<file path="src/rtl/gray_conv_arbiter.sv">
// Shared Gray-to-binary converter arbitrated among N_REQ requesters with a valid/ready result port.
// Define GRAY_ARB_ROUND_ROBIN_EN for round-robin arbitration; fixed priority (0 highest) otherwise.
module gray_conv_arbiter #(
   parameter int unsigned N_REQ = 4
) (
   input  logic                 clk,
   input  logic                 rst_n,
   input  logic [N_REQ-1:0]     req,
   input  logic [4*N_REQ-1:0]   gray_in,
   input  logic                 out_ready,
   output logic [N_REQ-1:0]     grant,
   output logic [N_REQ-1:0]     ack,
   output logic                 bin_valid,
   output logic [3:0]           bin_out,
   output logic [1:0]           bin_id,
   output logic                 busy,
   output logic [7:0]           conv_count
);

   localparam int unsigned G_W  = 4;
   localparam int unsigned ID_W = 2;
   localparam int unsigned CNT_W = 8;

   localparam logic [1:0] IDLE = 2'b00;
   localparam logic [1:0] CONV = 2'b01;
   localparam logic [1:0] HOLD = 2'b10;

   logic [1:0]       state_q, state_d;
   logic [G_W-1:0]   operand_q, operand_d;
   logic [ID_W-1:0]  owner_q, owner_d;
   logic [N_REQ-1:0] grant_d, ack_d;
   logic             bin_valid_d, busy_d;
   logic [G_W-1:0]   bin_out_d;
   logic [ID_W-1:0]  bin_id_d;
   logic [CNT_W-1:0] conv_count_d;

   logic             win_found;
   logic [ID_W-1:0]  win_idx;

   function automatic logic [G_W-1:0] gray2bin(input logic [G_W-1:0] g);
      logic [G_W-1:0] b;
      b[G_W-1] = g[G_W-1];
      for (int i = int'(G_W) - 2; i >= 0; i--) begin
         b[i] = b[i+1] ^ g[i];
      end
      return b;
   endfunction

`ifdef GRAY_ARB_ROUND_ROBIN_EN
   logic [ID_W-1:0] last_q, last_d;
   logic [ID_W-1:0] cand;

   // Search starts one past the last-served requester and wraps.
   always_comb begin
      win_found = 1'b0;
      win_idx   = '0;
      cand      = '0;
      for (int k = 1; k <= int'(N_REQ); k++) begin
         cand = last_q + ID_W'(k);
         if (!win_found && req[cand]) begin
            win_found = 1'b1;
            win_idx   = cand;
         end
      end
   end
`else
   // Lowest index wins.
   always_comb begin
      win_found = |req;
      win_idx   = '0;
      for (int i = int'(N_REQ) - 1; i >= 0; i--) begin
         if (req[i]) win_idx = ID_W'(i);
      end
   end
`endif

   always_ff @(posedge clk or negedge rst_n) begin
      if (!rst_n) begin
         state_q    <= IDLE;
         operand_q  <= '0;
         owner_q    <= '0;
         grant      <= '0;
         ack        <= '0;
         bin_valid  <= 1'b0;
         bin_out    <= '0;
         bin_id     <= '0;
         busy       <= 1'b0;
         conv_count <= '0;
`ifdef GRAY_ARB_ROUND_ROBIN_EN
         last_q     <= ID_W'(N_REQ - 1);
`endif
      end else begin
         state_q    <= state_d;
         operand_q  <= operand_d;
         owner_q    <= owner_d;
         grant      <= grant_d;
         ack        <= ack_d;
         bin_valid  <= bin_valid_d;
         bin_out    <= bin_out_d;
         bin_id     <= bin_id_d;
         busy       <= busy_d;
         conv_count <= conv_count_d;
`ifdef GRAY_ARB_ROUND_ROBIN_EN
         last_q     <= last_d;
`endif
      end
   end

   always_comb begin
      state_d      = state_q;
      operand_d    = operand_q;
      owner_d      = owner_q;
      grant_d      = grant;
      ack_d        = '0;
      bin_valid_d  = bin_valid;
      bin_out_d    = bin_out;
      bin_id_d     = bin_id;
      conv_count_d = conv_count;
`ifdef GRAY_ARB_ROUND_ROBIN_EN
      last_d       = last_q;
`endif

      case (state_q)
         IDLE: begin
            if (win_found) begin
               grant_d   = N_REQ'(1) << win_idx;
               operand_d = gray_in[G_W*win_idx +: G_W];
               owner_d   = win_idx;
`ifdef GRAY_ARB_ROUND_ROBIN_EN
               last_d    = win_idx;
`endif
               state_d   = CONV;
            end
         end
         CONV: begin
            bin_out_d   = gray2bin(operand_q);
            bin_id_d    = owner_q;
            bin_valid_d = 1'b1;
            state_d     = HOLD;
         end
         HOLD: begin
            if (bin_valid && out_ready) begin
               bin_valid_d  = 1'b0;
               grant_d      = '0;
               ack_d        = N_REQ'(1) << bin_id;
               conv_count_d = conv_count + CNT_W'(1);
               state_d      = IDLE;
            end
         end
         default: begin
            state_d     = IDLE;
            grant_d     = '0;
            bin_valid_d = 1'b0;
         end
      endcase

      busy_d = (state_d != IDLE);
   end

endmodule

</file>
<file path="config.mk">
export PLATFORM = sky130hd
export DESIGN_NAME = gray_conv_arbiter
export DESIGN_NICKNAME = d
export VERILOG_FILES = /design/src/rtl/gray_conv_arbiter.sv
export SDC_FILE = /design/constraint.sdc
export NUM_CORES = 1
export LEC_CHECK = 0
export ABC_AREA = 0
export CAP_MARGIN = 15
export CORE_MARGIN = 8
export CORE_UTILIZATION = 45
export DETAILED_ROUTE_END_ITERATION = 6
export PLACE_DENSITY_LB_ADDON = 0.3
export SKIP_LAST_GASP = 1
export SLEW_MARGIN = 5
export SYNTH_ARGS = -nofsm -noshare
export SYNTH_HDL_FRONTEND = slang
export SYNTH_SLANG_ARGS = --single-unit
</file>
<file path="constraint.sdc">
create_clock -name clk -period 1.75 [get_ports clk]
set_input_delay 0.35 -clock clk [delete_from_list [all_inputs] [get_ports clk]]
set_output_delay 0.35 -clock clk [all_outputs]
set_load 0.005 [all_outputs]
</file>
==> flow_summary.ini <==
[yosys]
synthTopCellsByArea = dfrtp_1 (54%), xnor2_1 (4.1%), mux2_2 (3.0%)
synth_ff_type = dfrtp_1
ys_warn_count = 0
synth_commonest_cells = dfrtp_1 (32), nand2_1 (9), a21oi_1 (8), xnor2_1 (7), nor2b_1 (6)
synth-seq-cells = 32
synth-edff-count = 0
synth_most_common_cell = dfrtp_1
yosysSeqAreaShare_pct = 53.9
synth_top_area_share_pct = 53.9
synthesis.nets = 153
ys_async_sr_fraction_pct = 100
syn_inst = 129
syn-cell-area_um2 = 1490
synth_top_cell_by_area = dfrtp_1
synthDistinctLibCells = 39
syn_area_per_cell_um2 = 11.5

[worst_setup_path]
path_buf_inv = 1
r2r_cells = 3
critical_path_class = flip-flop to primary output
slowest_delay_ps = 540
reg2reg_slack_ps = 320
end_kind = primary output
cp_cell_sequence = clkdlybuf4s50_1
required_ps = 1400
critPathArrivalTime_ps = 1300
cp_max_fo = 6
r2r_end = owner_q[0]
crit_family = buffers and inverters
rr_startpoint = state_q[0]
start_kind = flip-flop
slowest_stage = clkdlybuf4s50_1

[clock_network]
clock-root-buffer = clkbuf_4
cts_buffer_depth = 2
path_clk_slew_ps = 100
ctsHoldBuffers = 0
htreeDepth = 2
clk_latency_ps = 320
cts_resized = 0
cts_tree = built
clock_sinks = 32
cts_buffers = 5
postCtsSetupBuffers = 0

[placed_design]
gp_congestion = 0.856
place_area_um2 = 2080
dp_slack_ps = -36.6
dp_hpwl_um = 2800
port_buffers = 46
dp_cells = 230

[pwr]
peakVddDrop_mv = 0.821
leakagePower_nw = 0.921
power.density_nw_per_um2 = 1440
p_total_mw = 3.10

[grt]
grt_pass1_vias = 1360
grt_pass1_wl_um = 6030
antenna_found_initial = 0
grt_use_total_pct = 14.0
gr-total-overflow = 0
grt_start_max_net_pins = 33

[die]
ioPinCount = 47
fp-row-count = 21
initial_core_util_pct = 45.6
core_area_um2 = 3260
dieArea_um2 = 5390
die_height_um = 73.5
die_w_um = 73.5

[routing]
drt_pass1_iterations = 4
via_per_inst = 5.21
wl_um = 3430
avgRoutedWirePerCell_um = 14.4
antenna_left = 0
drc = 0
vias = 1240
drt_iter0_drc = 40

[sta]
post-route-min-period_ps = 1650
max-slew-margin-rel_pct = 63.9
finalHoldViolCount = 0
clock.fmax_mhz = 606
setup_ws_ps = 100
fin_crit_sh_pct = 94.3
clock_skew_ps = 1.25
setup_viol_count_final = 0
slew_violations = 0
worstMarginPinSlew_ps = 540
rsz0062_at_grt = false

[run]
drv_cap = 0

[final_layout]
synthToLayoutAreaGrowth_pct = 45.2
final_nets = 215
antenna_cells = 0
fin_area_um2 = 2160
drive_gt1_share_pct = 16.1
stdcell_count = 238
finish.utilization_pct = 66.2

[min_path]
min-delay-path-class = input port to async pin

[run_status]
status = complete, no violations
-- cell type report --
cell class	instances	area, um2
well taps	46	57.6
clock buffers	5	37.5
multi-input cells	91	652
flip-flops and latches	32	801
fillers	299	1100
repair buffers	59	558
clock inverters	3	42.5
inverters	2	7.51
-- cell families after synthesis --
kind of cell    count (synthesis)  share of synthesized area, %
buf+inv                         6                          2.19
compound gates                 34                          17.8
flops                          32                          53.9
xor+xnor                       10                          5.90
mux                             4                          3.03
fa+ha+maj                       1                         0.842
simple gates                   42                          16.3
-- flip-flops by register name (all words and copies together) (netlist names) --
name        count
conv_count      8
ack             4
bin_out         4
grant           4
operand_q       4
bin_id          2
owner_q         2
state_q         2
bin_valid       1
busy            1
-- power breakdown --
group | switching, mW | total (mW) | internal [mW] | leakage, nW
Combinational | 0.537 | 1.31 | 0.772 | 0.477
Clock | 0.250 | 0.548 | 0.298 | 0.0412
Sequential | 0.228 | 1.24 | 1.01 | 0.402
Total | 1.02 | 3.10 | 2.08 | 0.921
-- worst max-delay path by stage --
stage	endpoint	start	depth (start not counted)	slack, ps
after detailed placement	operand_q[2]	req[1]	5	-40
after global placement	operand_q[2]	req[1]	5	40
after global routing	bin_id[0]	bin_id[0]	1	30
after CTS	conv_count[2]	conv_count[2]	1	80
final	conv_count[2]	conv_count[2]	1	100
after floorplan	conv_count[1]	state_q[0]	3	470
-- layer usage --
layer  part of all wire, %  global-route usage (%)  vias up
met2                    49                    24.3       46
li1                      -                       -      588
met3                    10                    7.09        6
met5                     0                       0        -
met4                   1.4                    5.32        0
met1                    39                    13.9      600
-- per-stage QoR --
step,hold slack [ps],TNS (ps)
global route,461,0
global placement,460,0
CTS,426,0
detailed placement,462,-37.9
finish,418,0
floorplan,54.4,0
-- layout by cell type (no fill, tap or decap), drive strengths merged --
cell type,n
ha,1
o32ai,1
a21boi,1
and2b,5
and3b,1
a21oi,9
o22a,1
inv,2
clkbuf,5
a22o,1
nand3,2
o221ai,4
clkinvlp,1
and4b,1
o221a,1
nand2b,2
clkinv,1
and3,2
a221oi,4
buf,13
nor3b,1
dfrtp,32
xor2,3
bufinv,1
o21a,5
nand3b,1
nor2b,6
clkdlybuf4s50,46
xnor2,7
o21ai,6
mux2,4
nand2,9
nor2,6
nand4,3
a32o,1
or2,2
and4,1
Power figures use the tool's default switching activity.
